File: src/rtl/ldpc_seg_sched_if.sv
// ============================================================================
// Module   : ldpc_seg_sched_if
// Purpose  : Frame-request, segmenter handshake and status bundle for the
//            LDPC segment scheduler.
// Revision : 1.0
// ============================================================================
`default_nettype none

interface ldpc_seg_sched_if #(
  parameter int TMO_W = 20
);
  logic             i_frm_start;
  logic [7:0]       i_frm_nblk;
  logic [1:0]       i_frm_mode;
  logic             i_abort;
  logic [TMO_W-1:0] i_tmo_limit;
  logic             i_st_done;
  logic             o_st_start;
  logic [19:0]      o_st_opt;
  logic             o_busy;
  logic [7:0]       o_blk_idx;
  logic             o_frm_done;
  logic             o_frm_err;
  logic [1:0]       o_err_code;

  modport master (
    output i_frm_start, i_frm_nblk, i_frm_mode, i_abort, i_tmo_limit, i_st_done,
    input  o_st_start, o_st_opt, o_busy, o_blk_idx, o_frm_done, o_frm_err,
           o_err_code
  );

  modport slave (
    input  i_frm_start, i_frm_nblk, i_frm_mode, i_abort, i_tmo_limit, i_st_done,
    output o_st_start, o_st_opt, o_busy, o_blk_idx, o_frm_done, o_frm_err,
           o_err_code
  );
endinterface

`default_nettype wire

File: src/rtl/ldpc_seg_sched.sv
// ============================================================================
// Module   : ldpc_seg_sched
// Purpose  : Splits a frame request into LDPC code blocks, issues one segment
//            start per block with a watchdog and inter-block gap.
// Revision : 1.0
// ============================================================================
`default_nettype none

module ldpc_seg_sched #(
  parameter logic [17:0] SEG_M0  = 18'd809,
  parameter logic [17:0] SEG_M1  = 18'd1079,
  parameter logic [17:0] SEG_M2  = 18'd1214,
  parameter logic [17:0] SEG_M3  = 18'd1349,
  parameter int          GAP_CYC = 4,
  parameter int          TMO_W   = 20
) (
  input  wire logic         clk,
  input  wire logic         reset_n,
  ldpc_seg_sched_if.slave   bus
);

  localparam int GW = (GAP_CYC > 0) ? $clog2(GAP_CYC + 1) : 1;

  typedef enum logic [2:0] {
    S_IDLE  = 3'd0,
    S_START = 3'd1,
    S_WAIT  = 3'd2,
    S_GAP   = 3'd3,
    S_DONE  = 3'd4
  } state_t;

  state_t           state_q, state_d;
  logic [7:0]       nblk_q, nblk_d;
  logic [7:0]       blk_idx_q, blk_idx_d;
  logic [19:0]      st_opt_q, st_opt_d;
  logic [TMO_W-1:0] wdog_q, wdog_d;
  logic [GW-1:0]    gap_q, gap_d;
  logic             st_start_q, st_start_d;
  logic             busy_q, busy_d;
  logic             frm_done_q, frm_done_d;
  logic             frm_err_q, frm_err_d;
  logic [1:0]       err_code_q, err_code_d;

  logic [17:0]      w_segmax;
  logic [TMO_W-1:0] w_wdog_inc;
  logic             w_last_blk;
  logic             w_tmo_hit;

  always_comb begin
    w_segmax = SEG_M0;
    case (bus.i_frm_mode)
      2'd0:    w_segmax = SEG_M0;
      2'd1:    w_segmax = SEG_M1;
      2'd2:    w_segmax = SEG_M2;
      default: w_segmax = SEG_M3;
    endcase
  end

  // Watchdog value including the current WAIT cycle; saturates at all-ones.
  assign w_wdog_inc = (wdog_q == {TMO_W{1'b1}}) ? wdog_q : wdog_q + TMO_W'(1);
  assign w_last_blk = (blk_idx_q == nblk_q - 8'd1);
  assign w_tmo_hit  = (bus.i_tmo_limit != '0) && (w_wdog_inc == bus.i_tmo_limit);

  always_comb begin
    state_d    = state_q;
    nblk_d     = nblk_q;
    blk_idx_d  = blk_idx_q;
    st_opt_d   = st_opt_q;
    wdog_d     = wdog_q;
    gap_d      = gap_q;
    err_code_d = err_code_q;
    st_start_d = 1'b0;
    frm_done_d = 1'b0;
    frm_err_d  = 1'b0;

    case (state_q)
      S_IDLE: begin
        if (bus.i_frm_start) begin
          if (bus.i_frm_nblk == 8'd0) begin
            frm_err_d  = 1'b1;
            err_code_d = 2'b01;
          end else begin
            nblk_d     = bus.i_frm_nblk;
            st_opt_d   = {w_segmax, bus.i_frm_mode};
            blk_idx_d  = 8'd0;
            err_code_d = 2'b00;
            st_start_d = 1'b1;
            state_d    = S_START;
          end
        end
      end

      S_START: begin
        wdog_d  = '0;
        state_d = S_WAIT;
      end

      S_WAIT: begin
        wdog_d = w_wdog_inc;
        if (bus.i_st_done) begin
          if (w_last_blk) begin
            state_d = S_DONE;
          end else begin
            blk_idx_d = blk_idx_q + 8'd1;
            gap_d     = GW'(GAP_CYC);
            state_d   = S_GAP;
          end
        end else if (w_tmo_hit) begin
          frm_err_d  = 1'b1;
          err_code_d = 2'b10;
          state_d    = S_IDLE;
        end
      end

      // The final GAP cycle is a hand-off, so done-to-start is GAP_CYC+2.
      S_GAP: begin
        if (gap_q == '0) begin
          st_start_d = 1'b1;
          state_d    = S_START;
        end else begin
          gap_d = gap_q - GW'(1);
        end
      end

      S_DONE: begin
        if (!frm_done_q) begin
          frm_done_d = 1'b1;
        end else begin
          state_d = S_IDLE;
        end
      end

      default: state_d = S_IDLE;
    endcase

    if ((state_q != S_IDLE) && bus.i_abort) begin
      state_d    = S_IDLE;
      blk_idx_d  = blk_idx_q;
      st_start_d = 1'b0;
      frm_done_d = 1'b0;
      frm_err_d  = 1'b1;
      err_code_d = 2'b11;
    end

    busy_d = (state_d != S_IDLE);
  end

  always_ff @(posedge clk or negedge reset_n) begin
    if (!reset_n) begin
      state_q    <= S_IDLE;
      nblk_q     <= 8'd0;
      blk_idx_q  <= 8'd0;
      st_opt_q   <= 20'd0;
      wdog_q     <= '0;
      gap_q      <= '0;
      st_start_q <= 1'b0;
      busy_q     <= 1'b0;
      frm_done_q <= 1'b0;
      frm_err_q  <= 1'b0;
      err_code_q <= 2'b00;
    end else begin
      state_q    <= state_d;
      nblk_q     <= nblk_d;
      blk_idx_q  <= blk_idx_d;
      st_opt_q   <= st_opt_d;
      wdog_q     <= wdog_d;
      gap_q      <= gap_d;
      st_start_q <= st_start_d;
      busy_q     <= busy_d;
      frm_done_q <= frm_done_d;
      frm_err_q  <= frm_err_d;
      err_code_q <= err_code_d;
    end
  end

  assign bus.o_st_start = st_start_q;
  assign bus.o_st_opt   = st_opt_q;
  assign bus.o_busy     = busy_q;
  assign bus.o_blk_idx  = blk_idx_q;
  assign bus.o_frm_done = frm_done_q;
  assign bus.o_frm_err  = frm_err_q;
  assign bus.o_err_code = err_code_q;

endmodule

`default_nettype wire

File: src/flat_wrapper.sv
// flat-port wrapper written by rule: the top's interface ports become plain ports
module ldpc_seg_sched_flat 
#(
  parameter logic [17:0] SEG_M0  = 18'd809,
  parameter logic [17:0] SEG_M1  = 18'd1079,
  parameter logic [17:0] SEG_M2  = 18'd1214,
  parameter logic [17:0] SEG_M3  = 18'd1349,
  parameter int          GAP_CYC = 4,
  parameter int          TMO_W   = 20
)
  (clk, reset_n, bus_i_frm_start, bus_i_frm_nblk, bus_i_frm_mode, bus_i_abort, bus_i_tmo_limit, bus_i_st_done, bus_o_st_start, bus_o_st_opt, bus_o_busy, bus_o_blk_idx, bus_o_frm_done, bus_o_frm_err, bus_o_err_code);
  ldpc_seg_sched_if #(.TMO_W(TMO_W)) bus_i ();
  input  wire logic clk;
  input  wire logic reset_n;
  input wire logic [$bits(bus_i.i_frm_start)-1:0] bus_i_frm_start;
  input wire logic [$bits(bus_i.i_frm_nblk)-1:0] bus_i_frm_nblk;
  input wire logic [$bits(bus_i.i_frm_mode)-1:0] bus_i_frm_mode;
  input wire logic [$bits(bus_i.i_abort)-1:0] bus_i_abort;
  input wire logic [$bits(bus_i.i_tmo_limit)-1:0] bus_i_tmo_limit;
  input wire logic [$bits(bus_i.i_st_done)-1:0] bus_i_st_done;
  output wire logic [$bits(bus_i.o_st_start)-1:0] bus_o_st_start;
  output wire logic [$bits(bus_i.o_st_opt)-1:0] bus_o_st_opt;
  output wire logic [$bits(bus_i.o_busy)-1:0] bus_o_busy;
  output wire logic [$bits(bus_i.o_blk_idx)-1:0] bus_o_blk_idx;
  output wire logic [$bits(bus_i.o_frm_done)-1:0] bus_o_frm_done;
  output wire logic [$bits(bus_i.o_frm_err)-1:0] bus_o_frm_err;
  output wire logic [$bits(bus_i.o_err_code)-1:0] bus_o_err_code;
  assign bus_i.i_frm_start = bus_i_frm_start;
  assign bus_i.i_frm_nblk = bus_i_frm_nblk;
  assign bus_i.i_frm_mode = bus_i_frm_mode;
  assign bus_i.i_abort = bus_i_abort;
  assign bus_i.i_tmo_limit = bus_i_tmo_limit;
  assign bus_i.i_st_done = bus_i_st_done;
  assign bus_o_st_start = bus_i.o_st_start;
  assign bus_o_st_opt = bus_i.o_st_opt;
  assign bus_o_busy = bus_i.o_busy;
  assign bus_o_blk_idx = bus_i.o_blk_idx;
  assign bus_o_frm_done = bus_i.o_frm_done;
  assign bus_o_frm_err = bus_i.o_frm_err;
  assign bus_o_err_code = bus_i.o_err_code;
  ldpc_seg_sched #(.SEG_M0(SEG_M0), .SEG_M1(SEG_M1), .SEG_M2(SEG_M2), .SEG_M3(SEG_M3), .GAP_CYC(GAP_CYC), .TMO_W(TMO_W)) u_core (.clk(clk), .reset_n(reset_n), .bus(bus_i));
endmodule
File: config.mk
export PLATFORM = sky130hd
export DESIGN_NAME = ldpc_seg_sched_flat
export DESIGN_NICKNAME = d
export VERILOG_FILES = /design/src/rtl/ldpc_seg_sched_if.sv /design/src/rtl/ldpc_seg_sched.sv /design/src/flat_wrapper.sv
export SDC_FILE = /design/constraint.sdc
export NUM_CORES = 1
export LEC_CHECK = 0
export BUFFER_PORTS_ARGS = -buffer_cell sky130_fd_sc_hd__buf_2
export CORE_MARGIN = 2
export CORE_UTILIZATION = 30
export CTS_CLUSTER_DIAMETER = 40
export DETAILED_ROUTE_END_ITERATION = 8
export PLACE_DENSITY_LB_ADDON = 0.05
export SKIP_CTS_REPAIR_TIMING = 1
export SYNTH_ARGS = -nofsm -noshare
export SYNTH_HDL_FRONTEND = slang
export SYNTH_SLANG_ARGS = --single-unit
File: constraint.sdc
create_clock -name clk -period 3.4 [get_ports clk]
set_input_delay 0.34 -clock clk [delete_from_list [all_inputs] [get_ports clk]]
set_output_delay 0.34 -clock clk [all_outputs]
set_load 0.005 [all_outputs]
# ---- Yosys cells after proc, flatten, opt, wreduce, memory -nomap -nowiden
# Cells that the tools add are included.
# W data, S select, Z words.
dict set report op_classes {
  addsub 4
  eq_ne 17
  mux 41
  n_bitwise 2
  n_reduce_logical 17
}
# op count
set op_table {}
lappend op_table {{$pmux W20 S2} 1}
lappend op_table {{$mux W3} 11}
lappend op_table {{$pmux W11 S3} 1}
lappend op_table {{$mux W8} 4}
lappend op_table {{$add A20 B1 Y20 const B} 1}
lappend op_table {{$eq A20 B20 Y1} 1}
lappend op_table {{$eq A20 B20 Y1 const B} 1}
lappend op_table {{$mux W20} 1}
lappend op_table {{$reduce_bool A20 Y1} 1}
lappend op_table {{$pmux W8 S2} 1}
lappend op_table {{$pmux W3 S5} 1}
lappend op_table {{$mux W1} 13}
lappend op_table {{$ne A2 B2 Y1 const B} 5}
lappend op_table {{$reduce_bool A3 Y1} 3}
lappend op_table {{$add A8 B1 Y8 const B} 1}
lappend op_table {{$eq A8 B8 Y1} 1}
lappend op_table {{$logic_not A8 Y1} 1}
lappend op_table {{$mux W2} 4}
lappend op_table {{$reduce_and A4 Y1} 2}
lappend op_table {{$sub A8 B1 Y8 const B} 1}
lappend op_table {{$eq A3 B2 Y1 const B} 2}
lappend op_table {{$logic_not A3 Y1} 2}
lappend op_table {{$ne A3 B2 Y1 const B} 2}
lappend op_table {{$pmux W3 S2} 1}
lappend op_table {{14 further kinds} 19}
dict set report totals {
  register_bits 68
  in_bits 35
  out_inout_bits 34
  elab_cells 92
}

# ---- Longest topological paths before layout
# Gate-level depths: netlist of the first run.
dict set report logic_depth {
  word_depth 9
  depth_mapped 11
  mapped_depth_nobuf 10
}

# ---- Worst setup path before layout of the first run
# Ideal clock, no wire load.
dict set report synth_timing {
  path_type {register to register}
  startpoint {register u_core.wdog_q[0]}
  endpoint {register u_core.busy_q (netlist: u_core.bus.o_busy)}
  setup_ns 0.126
  arrival_ns 2.667
  required_ns 3.274
  slack_ns 0.606
  stages_incl_launch_ff 11
  path_buffers 1
  period_less_slack_ns 2.794
  cell_sequence {dfrtp_1 ha_1 and3_1 buf_2 nand2_2 o21ai_0 mux2_2 and4b_1 nand4b_1 or3_1 a311o_1}
}
dict set report synth_between {
  elab_chain_cells 9
  elab_cells_between_ends 10
  classes_between {1 x add/sub; 2 x eq/ne; 5 x mux; 2 x reduce/logical}
}
# item line_no
set synth_rtl {}
lappend synth_rtl {{start: declaration} ldpc_seg_sched.sv:36} ;# logic [TMO_W-1:0] wdog_q, wdog_d;
lappend synth_rtl {{start signal: assignment} ldpc_seg_sched.sv:166} ;# wdog_q <= wdog_d;
lappend synth_rtl {{$add A20 B1 Y20 / $eq A20 B20 Y1 (equally long branches)} ldpc_seg_sched.sv:60} ;# assign w_wdog_inc = (wdog_q == {TMO_W{1'b1}}) ? wdog_q : wdog_q + TMO_W'(1);
lappend synth_rtl {{$mux W20 (*)} ldpc_seg_sched.sv:60}
lappend synth_rtl {{$eq A20 B20 Y1 (*)} ldpc_seg_sched.sv:62} ;# assign w_tmo_hit = (bus.i_tmo_limit != '0) && (w_wdog_inc == bus.i_tmo_limit);
lappend synth_rtl {{$logic_and A1 B1 Y1 (*)} ldpc_seg_sched.sv:62}
lappend synth_rtl {{$mux W3 (*)} ldpc_seg_sched.sv:108} ;# end else if (w_tmo_hit) begin
lappend synth_rtl {{$mux W3 (*)} ldpc_seg_sched.sv:100} ;# if (bus.i_st_done) begin
lappend synth_rtl {{$pmux W3 S5 (*)} ldpc_seg_sched.sv:76} ;# case (state_q)
lappend synth_rtl {{$mux W3 (*)} ldpc_seg_sched.sv:136} ;# if ((state_q != S_IDLE) && bus.i_abort) begin
lappend synth_rtl {{$reduce_bool A3 Y1 (*)} ldpc_seg_sched.sv:145} ;# busy_d = (state_d != S_IDLE);
lappend synth_rtl {{net u_core.busy_d} ldpc_seg_sched.sv:39} ;# logic busy_q, busy_d;
lappend synth_rtl {{end signal: assignment} ldpc_seg_sched.sv:169} ;# busy_q <= busy_d;
lappend synth_rtl {{end: declaration} ldpc_seg_sched.sv:39}
# Mark *: on every way through the listed nets, which the timed path passes. The rest lies on a longest branch.
# A chain may end at the register's enable or synchronous reset.

# ---- Worst setup path after layout of the first run
dict set report layout_timing {
  startpoint {register u_core.wdog_q[0]}
  endpoint {register u_core.err_code_q[0] (netlist: u_core.bus.o_err_code[0])}
}
dict set report layout_between {
  elab_chain_cells 6
  elab_cells_between_ends 7
  classes_between {1 x add/sub; 3 x eq/ne; 1 x mux; 2 x reduce/logical}
}
# item line_no
set layout_rtl {}
lappend layout_rtl {{$add A20 B1 Y20 / $eq A20 B20 Y1 (equally long branches)} ldpc_seg_sched.sv:60}
lappend layout_rtl {{$mux W20 (*)} ldpc_seg_sched.sv:60}
lappend layout_rtl {{$eq A20 B20 Y1 (*)} ldpc_seg_sched.sv:62}
lappend layout_rtl {{$logic_and A1 B1 Y1 (*)} ldpc_seg_sched.sv:62}
lappend layout_rtl {{$ne A3 B1 Y1 (no source line) (*)} n/a}
lappend layout_rtl {{$reduce_and A4 Y1 (no source line) (*)} n/a}
lappend layout_rtl {{end signal: assignment} ldpc_seg_sched.sv:172} ;# err_code_q <= err_code_d;
lappend layout_rtl {{end: declaration} ldpc_seg_sched.sv:42} ;# logic [1:0] err_code_q, err_code_d;
# Mark *: on every way between the ends. The rest lies on a longest branch, timed or not.

==> results, run 1 <==
- During placement, the flow inserted port buffers numbering 61.
- The classification of the worst-slack hold path is input port to asynchronous set/reset pin.
- Counting flops and latches in the post-synthesis netlist gives 59.
- The number of buffers added by the clock tree synthesis step is 9.
- The initial core utilization is 0.3085.
- The die footprint is 16,060 sq um.
- The instance area at placement is 5062 sq um.
- The clock transition at the registers of the reported paths is 0.05 ns.
- The post-route core utilization is 0.3658.
- The maximum count of clock buffers along a single path is 2.
- 0 antenna diodes ended up in the layout.
- The growth of design area from synthesis to finish is 18.55%.
- By startpoint and endpoint, the worst setup path is classified as flop to flop.
- The average cell area after synthesis is 8.155 sq um.
- The synthesized-area fraction occupied by ao, oa, aoi and oai cells is 0.1825.
- The max-capacitance violation count is 0.
- In the post-synthesis netlist, the cell with the most instances is nand2_1.
- The cell sitting at the root of the clock tree is a clkbuf_16.
- For the worst setup path, the data arrival time is 3.30 ns.
- In the finished design, the share of the clock period the worst path needs comes to 0.9095.
- Setup repair after global routing left no endpoint under its margin.
- 69 I/O pins were placed.
- Synthesis produced a netlist whose cell count is 554.
- The average via count per standard cell is 5.403.
- The total track usage is 0.1853.
- The post-synthesis cell type count is 72.
- The core area is 14,640 sq um.
- The achievable frequency is 323.4 MHz.
- The final standard cell area without fillers is 5356 sq um.
- For this run, global-route usage on met3 was measured as 0.03754.
- The number of fill cells in the layout is 1,523.
- Prior to clock tree synthesis, the placed netlist has a worst setup slack of 0.1463 ns.
- The remaining design rule violation count is 0.
- Dividing the detail-routed wire length by the instance count gives 17.84 um.
- The wire-length estimate of the detail-placed layout is 11,330 um.
- The number of standard-cell rows in the floorplan is 44.
- The share of layout cells above drive strength 1 is 0.2035.
- The synthesized design contains 0 enable-type register cells.
- The CTS sink count is 59.
- For this block, the initial DRC count from the detailed router was 412.
- After the last flow step, the layout net total stands at 664.
- Setup violations remaining at the end of the flow were counted as 0.
- Tracing the worst setup path back leads to its startpoint at u_core.wdog_q[0]$_DFFE_PN0P_.
- The cell area power density is 512.7 nW/um^2.
- The later pin in the worst-skew pair is clocked with a latency of 0.33 ns.
- The most used routing layer in global routing is met2.
- Before antenna repair, the detailed router went through 5 iterations.
- For this block, the routed nets add up to 14,420 um of wire.
- The total grt overflow is 0.
- The Yosys step of the flow raised 0 warnings.
- The type of origin of the critical path is a flop.
- The flow ran to the end, and the final reports show no timing, DRC or antenna violations.
- The number of hold violations in the final report is 0.
- Of the total synthesized cell area, the portion taken by full adders, half adders and majority gates is 0.02769.
- The number of vias in the routed layout is 4,366.
- The sequential fraction of the synthesis area is 0.3268.
- The completed layout was analyzed and its total power is 0.002746 W.
- The maximum fanout along the worst path is 7.
- The worst setup path is captured at a flop.
- After synthesis, the largest family of logic cells by area is simple AND/OR/NAND/NOR gates.
- Ranked by instance count, the synthesized netlist is headed by nand2_1 (94), dfrtp_1 (59), o21ai_0 (40), a21oi_1 (32), nor2_1 (30).
- Once routing completed, OpenROAD measured the worst setup slack at 0.3078 ns.
- The first global-routing pass estimated 23,300 um of wire.
- The clock tree skew after final layout is 0.006791 ns.
- The share of synthesized area in the top cell type comes to 0.3268.
- The die height is 126.7 um.
- The largest total area in the synthesized netlist belongs to dfrtp_1.
- At the end of routability-driven placement, the weighted congestion stood at 0.9341.
- The portion of synthesized area spent on multiplexers is 0.02769.
- The number of pins exceeding their max-slew limit in the final report came to 0.
- The proportion of synthesized flip-flops having asynchronous set or reset is 1.000.
- The level count of the clock H-tree is 3.
- The largest net degree at the start of global routing is 36.
- The number of antenna violations at the first check in global routing is 0.
- The actual transition at the worst max-transition pin is 0.9452 ns.
- In this run the cell area of the synthesized design comes to 4518 sq um.
- The synthesized-area fraction occupied by xor and xnor cells is 0.06203.
- The startpoint of the lowest-slack register-to-register path is u_core.wdog_q[0]$_DFFE_PN0P_.
- The area share of and/or/nand/nor cells after synthesis is 0.3129.
- The die span in x is 126.7 um.
- In the global route stage, met1 resource usage came out at 0.2508.
- The via count of the first global-routing pass is 4,260.
- The setup TNS is 0 ns.
- The static leakage is 2.450 nW.
- Among all flip-flop cells after synthesis, the most frequent one is dfrtp_1.
- The met2 track demand over resource in global routing is 0.2922.
- Headroom to the max-slew limit came out at 0.3699.
- Across the VDD grid, the largest voltage drop is 0.0002236 V.
- The antenna violation net count after detailed routing is 0.
- After layout, the minimum clock period comes to 3.092 ns.
- For the worst setup path, the data required time is 3.61 ns.
- The CTS tree is done.
- By area the synthesized netlist is led by dfrtp_1 (33%), nand2_1 (7.8%), o21ai_0 (4.4%), a21oi_1 (3.5%), xor2_1 (3.5%).
kinds of logic after synthesis:
kind of cell	count (synthesis)
other cells	1
simple gates	256
fa+ha+maj	10
mux	12
buf+inv	53
flops	59
xor+xnor	32
compound gates	131
layout make-up:
class                   instances  area [sq um]  share of cell area
well taps                     184         230.2             0.04298
repair buffers                 89         515.5             0.09624
multi-input cells             448          2803              0.5232
clock inverters                 5         53.80             0.01004
clock buffers                  11         232.7             0.04345
inverters                      12         45.04            0.008409
flip-flops and latches         59          1476              0.2756
placed cells by master, fill, tap and decap left out, types with 10 or more instances in the layout:
cell type | Yosys | final
nand2_1 | 94 | 94
buf_2 | 8 | 61
dfrtp_1 | 59 | 59
o21ai_0 | 40 | 40
a21oi_1 | 32 | 32
nor2_1 | 30 | 30
buf_4 | 16 | 28
xor2_1 | 18 | 18
nand3_1 | 17 | 17
nor4_1 | 16 | 15
nand4_1 | 15 | 15
xnor2_1 | 14 | 14
inv_1 | 12 | 12
and3_1 | 13 | 12
nand2b_1 | 10 | 10
ha_1 | 10 | 10
report_power, final:
part / switching [W] / total (W) / leakage [nW] / internal [W]
registers: 0.000143 / 0.000990 / 0.776 / 0.000846
clock network: 0.000321 / 0.000885 / 0.143 / 0.000564
logic: 0.000499 / 0.000872 / 1.53 / 0.000373
total: 0.000962 / 0.00275 / 2.45 / 0.00178
sequential cells by signal, summed over array words and instances (netlist names):
name / cells
u_core.bus.o_blk_idx: 8
u_core.bus.o_busy: 1
u_core.bus.o_err_code: 2
u_core.bus.o_frm_done: 1
u_core.bus.o_frm_err: 1
u_core.bus.o_st_opt: 11
u_core.bus.o_st_start: 1
u_core.gap_q: 3
u_core.nblk_q: 8
u_core.state_q: 3
u_core.wdog_q: 20
routing by layer:
metal / vias up / part of all wire
met1: 2048 / 0.46
li1: 2134 / -
met5: - / 0
met2: 156 / 0.45
met4: 0 / 0.028
met3: 28 / 0.053
final timing paths:
check / end / slack [ns] / cells past startpoint
max: u_core.bus.o_err_code[0]$_DFFE_PN0P_ / 0.31 / 9
min: u_core.bus.o_blk_idx[7]$_DFFE_PN0P_ / 0.09 / 1
max reg2reg: u_core.bus.o_err_code[0]$_DFFE_PN0P_ / 0.31 / 9
min reg2reg: u_core.bus.o_st_opt[5]$_DFFE_PN0P_ / 0.46 / 2
max in group asynchronous: u_core.bus.o_st_opt[1]$_DFFE_PN0P_ / 2.33 / 3
min in group clk: u_core.nblk_q[5]$_DFFE_PN0P_ / 0.22 / 3
through the flow:
stage,cells,hold WS (ns)
final,808,0.09129
after global routing,808,0.1524
after CTS,808,0.1095
after detailed placement,792,0.4570
after global placement,792,0.4537
after floorplan,560,0.04441
critical path, cell delays in order, from the launching register on:
cell and delay, ns:
dfrtp_1 0.47, ha_1 0.28, and3_2 0.32, nand4_1 0.26, or3_1 0.41, nand3_1 0.14
xor2_1 0.09, or4b_2 0.68, nor3_2 0.21, o21ai_1 0.10
No activity file was read; power rests on OpenSTA's default activity.
==> run 2: changes to the inputs <==
- BUFFER_PORTS_ARGS: -buffer_cell sky130_fd_sc_hd__buf_2 -> -buffer_cell sky130_fd_sc_hd__buf_4
- GPL_TIMING_DRIVEN: not set -> 0
==> results, run 2 (same netlist as run 1, synthesis figures left out) <==
- The minimum period implied by the final worst setup slack is 3.242 ns (+0.1501 ns).
- The cell area power density came to 528.9 nW/um^2 (+3.2%).
- The initial core utilization was 0.3085 (unchanged).
- The required arrival time at the worst endpoint is 3.60 ns (about the same).
- The total track usage is 0.1852 (about the same).
- The number of standard-cell rows in the floorplan is 44 (unchanged).
- The worst-case hold slack is 0.08155 ns (-0.009739 ns).
- The number of hold violations in the final report is 0 (unchanged).
- The startpoint of the lowest-slack register-to-register path is u_core.wdog_q[8]$_DFFE_PN0P_.
- The remaining design rule violation count is 0 (unchanged).
- The total grt overflow is 0 (unchanged).
- The worst max-slew margin expressed relative to the limit is 0.4427 (+0.07283).
- For this design, the slowest cell found on the critical path is nor4_1.
- TritonCTS built the clock tree.
- The final total power is 0.002974 W (+8.3%).
- The via count of the first global-routing pass is 4,281 (+0.49%).
- The signal on the critical path passes through buf_2 -> nand3_1 -> nor4_1 -> o211a_1 -> mux2i_1 -> and3_1 -> nand4b_1 -> or3_1 -> a311o_1.
- Setup repair after global routing left no endpoint under its margin.
- The total iterations of the first detailed-routing run is 4 (-1).
- The number of vias in the routed layout is 4,441 (+1.7%).
- The type of origin of the critical path is a flop.
- The final number of setup-violating endpoints is 0 (unchanged).
- The signal arrival time at the worst endpoint came to 3.44 ns (+0.14 ns).
- The maximum fanout along the worst path was 10 (+3).
- The growth of design area from synthesis to finish is 24.45%.
- The max-capacitance violation count is 0 (unchanged).
- The flip-flop count of the largest register after layout is 20 (unchanged).
- The worst setup path startpoint is u_core.wdog_q[8]$_DFFE_PN0P_.
- The share of layout cells above drive strength 1 is 0.2106 (+0.007083).
- The number of antenna violations at the first check in global routing is 0 (unchanged).
- The setup path with the least slack is of type flop to flop.
- The die span in x is 126.7 um (unchanged).
- The post-route clock period utilization is 0.9536 (+0.04415).
- The worst IR drop on VDD is 0.0002161 V (-3.4%).
- The per-cell routed wire length came to 17.93 um (+0.47%).
- The instance count after placement with tap cells included is 805 (+1.6%).
- In the layout the commonest cells are nand2_1 (93), buf_4 (81), dfrtp_1 (58).
- The actual transition at the worst max-transition pin was 0.8329 ns (-0.1123 ns).
- The number of nets in the layout came to 681 (+2.6%).
- The CTS sink count is 59 (unchanged).
- The clock transition at the registers of the reported paths came to 0.06 ns (about the same).
- The register ranked first by flip-flop count is u_core.wdog_q.
- The number of pins exceeding their max-slew limit in the final report is 0 (unchanged).
- The final cell count without fillers is 825 (+2.1%).
- Leaving out fill and tap cells, the most frequent cell in the layout is nand2_1.
- The global placer's final weighted congestion is 0.9063 (-3.0%).
- The worst hold path belongs to the class input port to asynchronous set/reset pin.
- The tree is rooted in a clkbuf_16.
- The number of buffers added on ports is 61 (unchanged).
- The die height came to 126.7 um (unchanged).
- The violation count after the first detailed-routing iteration is 343 (-17%).
- The antenna violation net count after detailed routing is 0 (unchanged).
- The average via count per standard cell is 5.383 (-0.38%).
- The estimated wirelength of the detail-placed design was 11,080 um (-2.2%).
- The number of fill cells in the layout is 1,543 (+1.3%).
- The clock insertion delay at the later pin of the skew report was 0.34 ns (about the same).
- The number of buffers added by the clock tree synthesis step was 9 (unchanged).
- The achievable frequency is 308.4 MHz (-4.6%).
- The core area is 14,640 sq um (unchanged).
- The level count of the clock H-tree is 3 (unchanged).
- The largest net degree at the start of global routing is 60 (+67%).
- The diode insertion count for antenna repair is 0 (unchanged).
- The die footprint is 16,060 sq um (unchanged).
- The wire length of the first global-routing pass is 23,260 um (-0.18%).
- The total length of routed wires is 14,790 um (+2.6%).
- The maximum count of clock buffers along a single path came to 2 (unchanged).
- The delay of the slowest cell on the worst path is 0.48 ns (-0.20 ns).
- The flow ran to the end, and the final reports show no timing, DRC or antenna violations.
- The I/O pin count is 69 (unchanged).
- The static leakage was 2.573 nW (+5.0%).
- The kind of end point of the critical path is a flop.
- The internal reg-to-reg setup slack is 0.16 ns (-0.15 ns).
- The clock tree skew after final layout is 0.01139 ns (+0.004598 ns).
==> run 2: area by class of cell <==
| cell class | instances | area [sq um] | area share |
|---|---|---|---|
| clock buffer | 9 | 225.2 | 0.04005 |
| timing repair buffer | 65 | 488.0 | 0.08678 |
| clock inverter | 7 | 100.1 | 0.01780 |
| multi-input combinational | 448 | 2831 | 0.5036 |
| inverter | 12 | 45.04 | 0.008011 |
| tap | 184 | 230.2 | 0.04094 |
| buffer | 41 | 225.2 | 0.04005 |
| sequential | 59 | 1478 | 0.2628 |
==> run 2: critical path, delay by kind of cell (launching register included) <==
| family | cells | cell delay [ns] |
|---|---|---|
| mux | 1 | 0.38 |
| flops | 1 | 0.32 |
| buf+inv | 1 | 0.23 |
| simple gates | 5 | 1.49 |
| compound gates | 2 | 0.69 |
==> run 2: where the power goes <==
group	internal, W	total [W]	switching [W]
clock	0.000646	0.00101	0.000361
combinational	0.000445	0.000995	0.000550
sequential	0.000847	0.000972	0.000125
total	0.00194	0.00297	0.00104
==> run 2: metal layers <==
metal,up-vias,track usage,share of wire
met5,-,0,0
met2,110,0.2979,0.46
met4,0,0.07434,0.023
met3,20,0.04218,0.048
met1,2130,0.2416,0.47
li1,2181,-,-
==> run 2: final timing paths <==
check,cells after the start,to
worst max-delay path,9,u_core.bus.o_busy$_DFF_PN0_
worst min-delay path,1,u_core.bus.o_blk_idx[5]$_DFFE_PN0P_
worst max register to register,9,u_core.bus.o_busy$_DFF_PN0_
worst min register to register,2,u_core.bus.o_st_opt[5]$_DFFE_PN0P_
max in group asynchronous,1,u_core.wdog_q[0]$_DFFE_PN0P_
min in group clk,3,u_core.nblk_q[5]$_DFFE_PN0P_
==> run 2: metrics by stage <==
stage	instance area, sq um	utilization	TNS, ns	setup slack, ns
after detailed placement	5229	0.3571	-0.1683	-0.07480
after global routing	5623	0.3840	0	0.002913
final	5623	0.3840	0	0.1577
after global placement	5229	0.3571	-0.4974	-0.1363
after floorplan	4541	-	0	0.6063
after CTS	5554	0.3793	-0.2467	-0.09517
==> run 3: changes to the inputs <==
- GPL_TIMING_DRIVEN: 0 -> not set
==> results, run 3 (same netlist as run 1, synthesis figures left out) <==
- The flow ran to the end, and the final reports show no timing, DRC or antenna violations.
- The achievable frequency is 312.0 MHz (+1.2%).
- The clock insertion delay at the later pin of the skew report came to 0.33 ns (about the same).
- The CTS sink count came to 59 (unchanged).
- The number of vias in the routed layout is 4,397 (-0.99%).
- Leaving out fill and tap cells, the most frequent cell in the layout is nand2_1.
- By startpoint and endpoint, the worst setup path is classified as flop to flop.
- The diode insertion count for antenna repair is 0 (unchanged).
- The final total power was 0.002924 W (-1.7%).
- From synthesis to final layout, the design area changed by 22.85%.
- The signal arrival time at the worst endpoint is 3.41 ns (-0.03 ns).
- The max-capacitance violation count was 0 (unchanged).
- The final cell count without fillers is 808 (-2.1%).
- The wire length of the first global-routing pass was 23,260 um (unchanged).
- Leaving out fill and tap cells, the most frequent cells in the layout are nand2_1 (94), buf_4 (89), dfrtp_1 (59).
- The number of antenna violations at the first check in global routing came to 0 (unchanged).
- The total length of routed wires is 14,260 um (-3.6%).
- The required arrival time at the worst endpoint is 3.60 ns (about the same).
- The level count of the clock H-tree is 3 (unchanged).
- The register ranked first by flip-flop count is u_core.wdog_q.
- The average via count per standard cell came to 5.442 (+1.1%).
- The die height came to 126.7 um (unchanged).
- The estimated wirelength of the detail-placed design is 10,960 um (-1.1%).
- The maximum fanout along the worst path is 8 (-2).
- The violation count after the first detailed-routing iteration came to 361 (+5.2%).
- The worst setup path is captured at a flop.
- The worst max-slew margin expressed relative to the limit came to 0.3739 (-0.06884).
- The die footprint came to 16,060 sq um (unchanged).
- The clock root buffer master is clkbuf_16.
- The actual transition at the worst max-transition pin is 0.9392 ns (+0.1063 ns).
- The switching power share of the total came to 0.3387 (-0.009596).
- The share of layout cells above drive strength 1 is 0.2067 (-0.003878).
- The total track usage was 0.1833 (-0.001895).
- The maximum count of clock buffers along a single path is 2 (unchanged).
- The logic gate share of total power came to 0.317 (-0.017).
- The initial core utilization is 0.3085 (unchanged).
- The final number of setup-violating endpoints came to 0 (unchanged).
- The minimum period implied by the final worst setup slack is 3.205 ns (-0.03742 ns).
- The net switching power of the design is 0.0009904 W (-4.4%).
- The part of the total power dissipated in the clock network is 0.343 (+0.004).
- The largest net degree at the start of global routing is 60 (unchanged).
- The core area is 14,640 sq um (unchanged).
- The die span in x is 126.7 um (unchanged).
- The number of buffers added on ports is 61 (unchanged).
- The clock transition at the registers of the reported paths is 0.06 ns (about the same).
- The total iterations of the first detailed-routing run was 5 (+1).
- The portion of total power attributed to sequential cells is 0.341 (+0.014).
- The number of buffers added by the clock tree synthesis step is 9 (unchanged).
- The cell area power density is 526.8 nW/um^2 (-0.39%).
- The internal portion of total power is 0.001934 W (-0.23%).
- The antenna violation net count after detailed routing is 0 (unchanged).
- The number of hold violations in the final report is 0 (unchanged).
- The flip-flop count of the largest register after layout is 20 (unchanged).
- The instance count after placement with tap cells included is 792 (-1.6%).
- The global placer's final weighted congestion was 1.007 (+11%).
- Setup repair after global routing left no endpoint under its margin.
- The total grt overflow was 0 (unchanged).
- The remaining design rule violation count came to 0 (unchanged).
- The number of standard-cell rows in the floorplan is 44 (unchanged).
- The clock tree skew after final layout is 0.004878 ns (-0.006511 ns).
- The worst IR drop on VDD was 0.0002132 V (-1.3%).
- The static leakage is 2.501 nW (-2.8%).
- TritonCTS built the clock tree.
- The I/O pin count is 69 (unchanged).
- The setup TNS is 0 ns (unchanged).
- The post-route clock period utilization was 0.9426 (-0.01101).
- The via count of the first global-routing pass is 4,349 (+1.6%).
- The number of nets in the layout is 664 (-2.5%).
- The number of pins exceeding their max-slew limit in the final report came to 0 (unchanged).
- The per-cell routed wire length was 17.65 um (-1.5%).
- The classification of the worst-slack hold path is input port to asynchronous set/reset pin.
- The worst setup path is launched from a flop.
-- run 3: cell count changes in the layout (fill, tap and decap cells not counted), moves of 2 or more --
cell	delta
buf_4	+8
clkbuf_1	-16
clkinvlp_4	+2
nor4_2	+2
buf_2	-8
clkinv_4	-2
nor2_2	-2
nor2_1	+2
-- run 3: worst paths after layout --
check,start,to,slack (ns),depth (start not counted)
setup / recovery,u_core.wdog_q[10]$_DFFE_PN0P_,u_core.bus.o_err_code[0]$_DFFE_PN0P_,0.20,8
hold / removal,reset_n,u_core.nblk_q[7]$_DFFE_PN0P_,0.1,1
setup reg to reg,u_core.wdog_q[10]$_DFFE_PN0P_,u_core.bus.o_err_code[0]$_DFFE_PN0P_,0.20,8
hold reg to reg,u_core.bus.o_st_opt[8]$_DFFE_PN0P_,u_core.bus.o_st_opt[8]$_DFFE_PN0P_,0.47,2
max in group asynchronous,reset_n,u_core.wdog_q[16]$_DFFE_PN0P_,2.78,1
min in group clk,bus_i_frm_nblk[4],u_core.nblk_q[4]$_DFFE_PN0P_,0.21,3
-- run 3: layout make-up --
| type | instances | area [sq um] |
|---|---|---|
| clock buffers | 10 | 239.0 |
| clock inverters | 6 | 88.84 |
| fillers | 1490 | 9094 |
| inverters | 12 | 45.04 |
| multi-input cells | 448 | 2803 |
| flip-flops and latches | 59 | 1476 |
| well taps | 184 | 230.2 |
| repair buffers | 89 | 668.1 |
-- run 3: critical path, cell delays in order (launching register included) --
cell and delay, ns:
dfrtp_1 0.48, nand3_1 0.29, nor4_2 0.54, and4b_1 0.26
a31oi_1 0.22, or3b_1 0.40, or4_1 0.47, nor3_2 0.30
o21ai_1 0.11
-- run 3: metrics by stage --
stage                     instance area (sq um)  worst slack, ns  hold WS, ns    util
after detailed placement                   5215           0.1795       0.4640  0.3561
after global placement                     5215           0.1096       0.4587  0.3561
after global routing                       5550          0.03763       0.1645  0.3790
after floorplan                            4541           0.6063      0.04441       -
after CTS                                  5543           0.1560       0.1350  0.3785
final                                      5550           0.1951      0.09851  0.3790
-- run 3: routing by layer --
| layer | vias up | wire (um) | global-route usage |
|---|---|---|---|
| li1 | 2133 | - | - |
| met1 | 2109 | 6548 | 0.2371 |
| met2 | 131 | 6685 | 0.3075 |
| met3 | 24 | 718 | 0.03712 |
| met4 | 0 | 307 | 0.06076 |
| met5 | - | 0 | 0 |
-- run 3: power by group through the flow --
stage	Clock, W	Combinational [W]	Sequential, W
after detailed placement	0	0.000929	0.00101
after CTS	0.00103	0.000933	0.000996
final	0.00100	0.000926	0.000996
after global placement	0	0.000930	0.00100
after floorplan	0	0.000605	0.000962
after global routing	0.00107	0.00105	0.00102
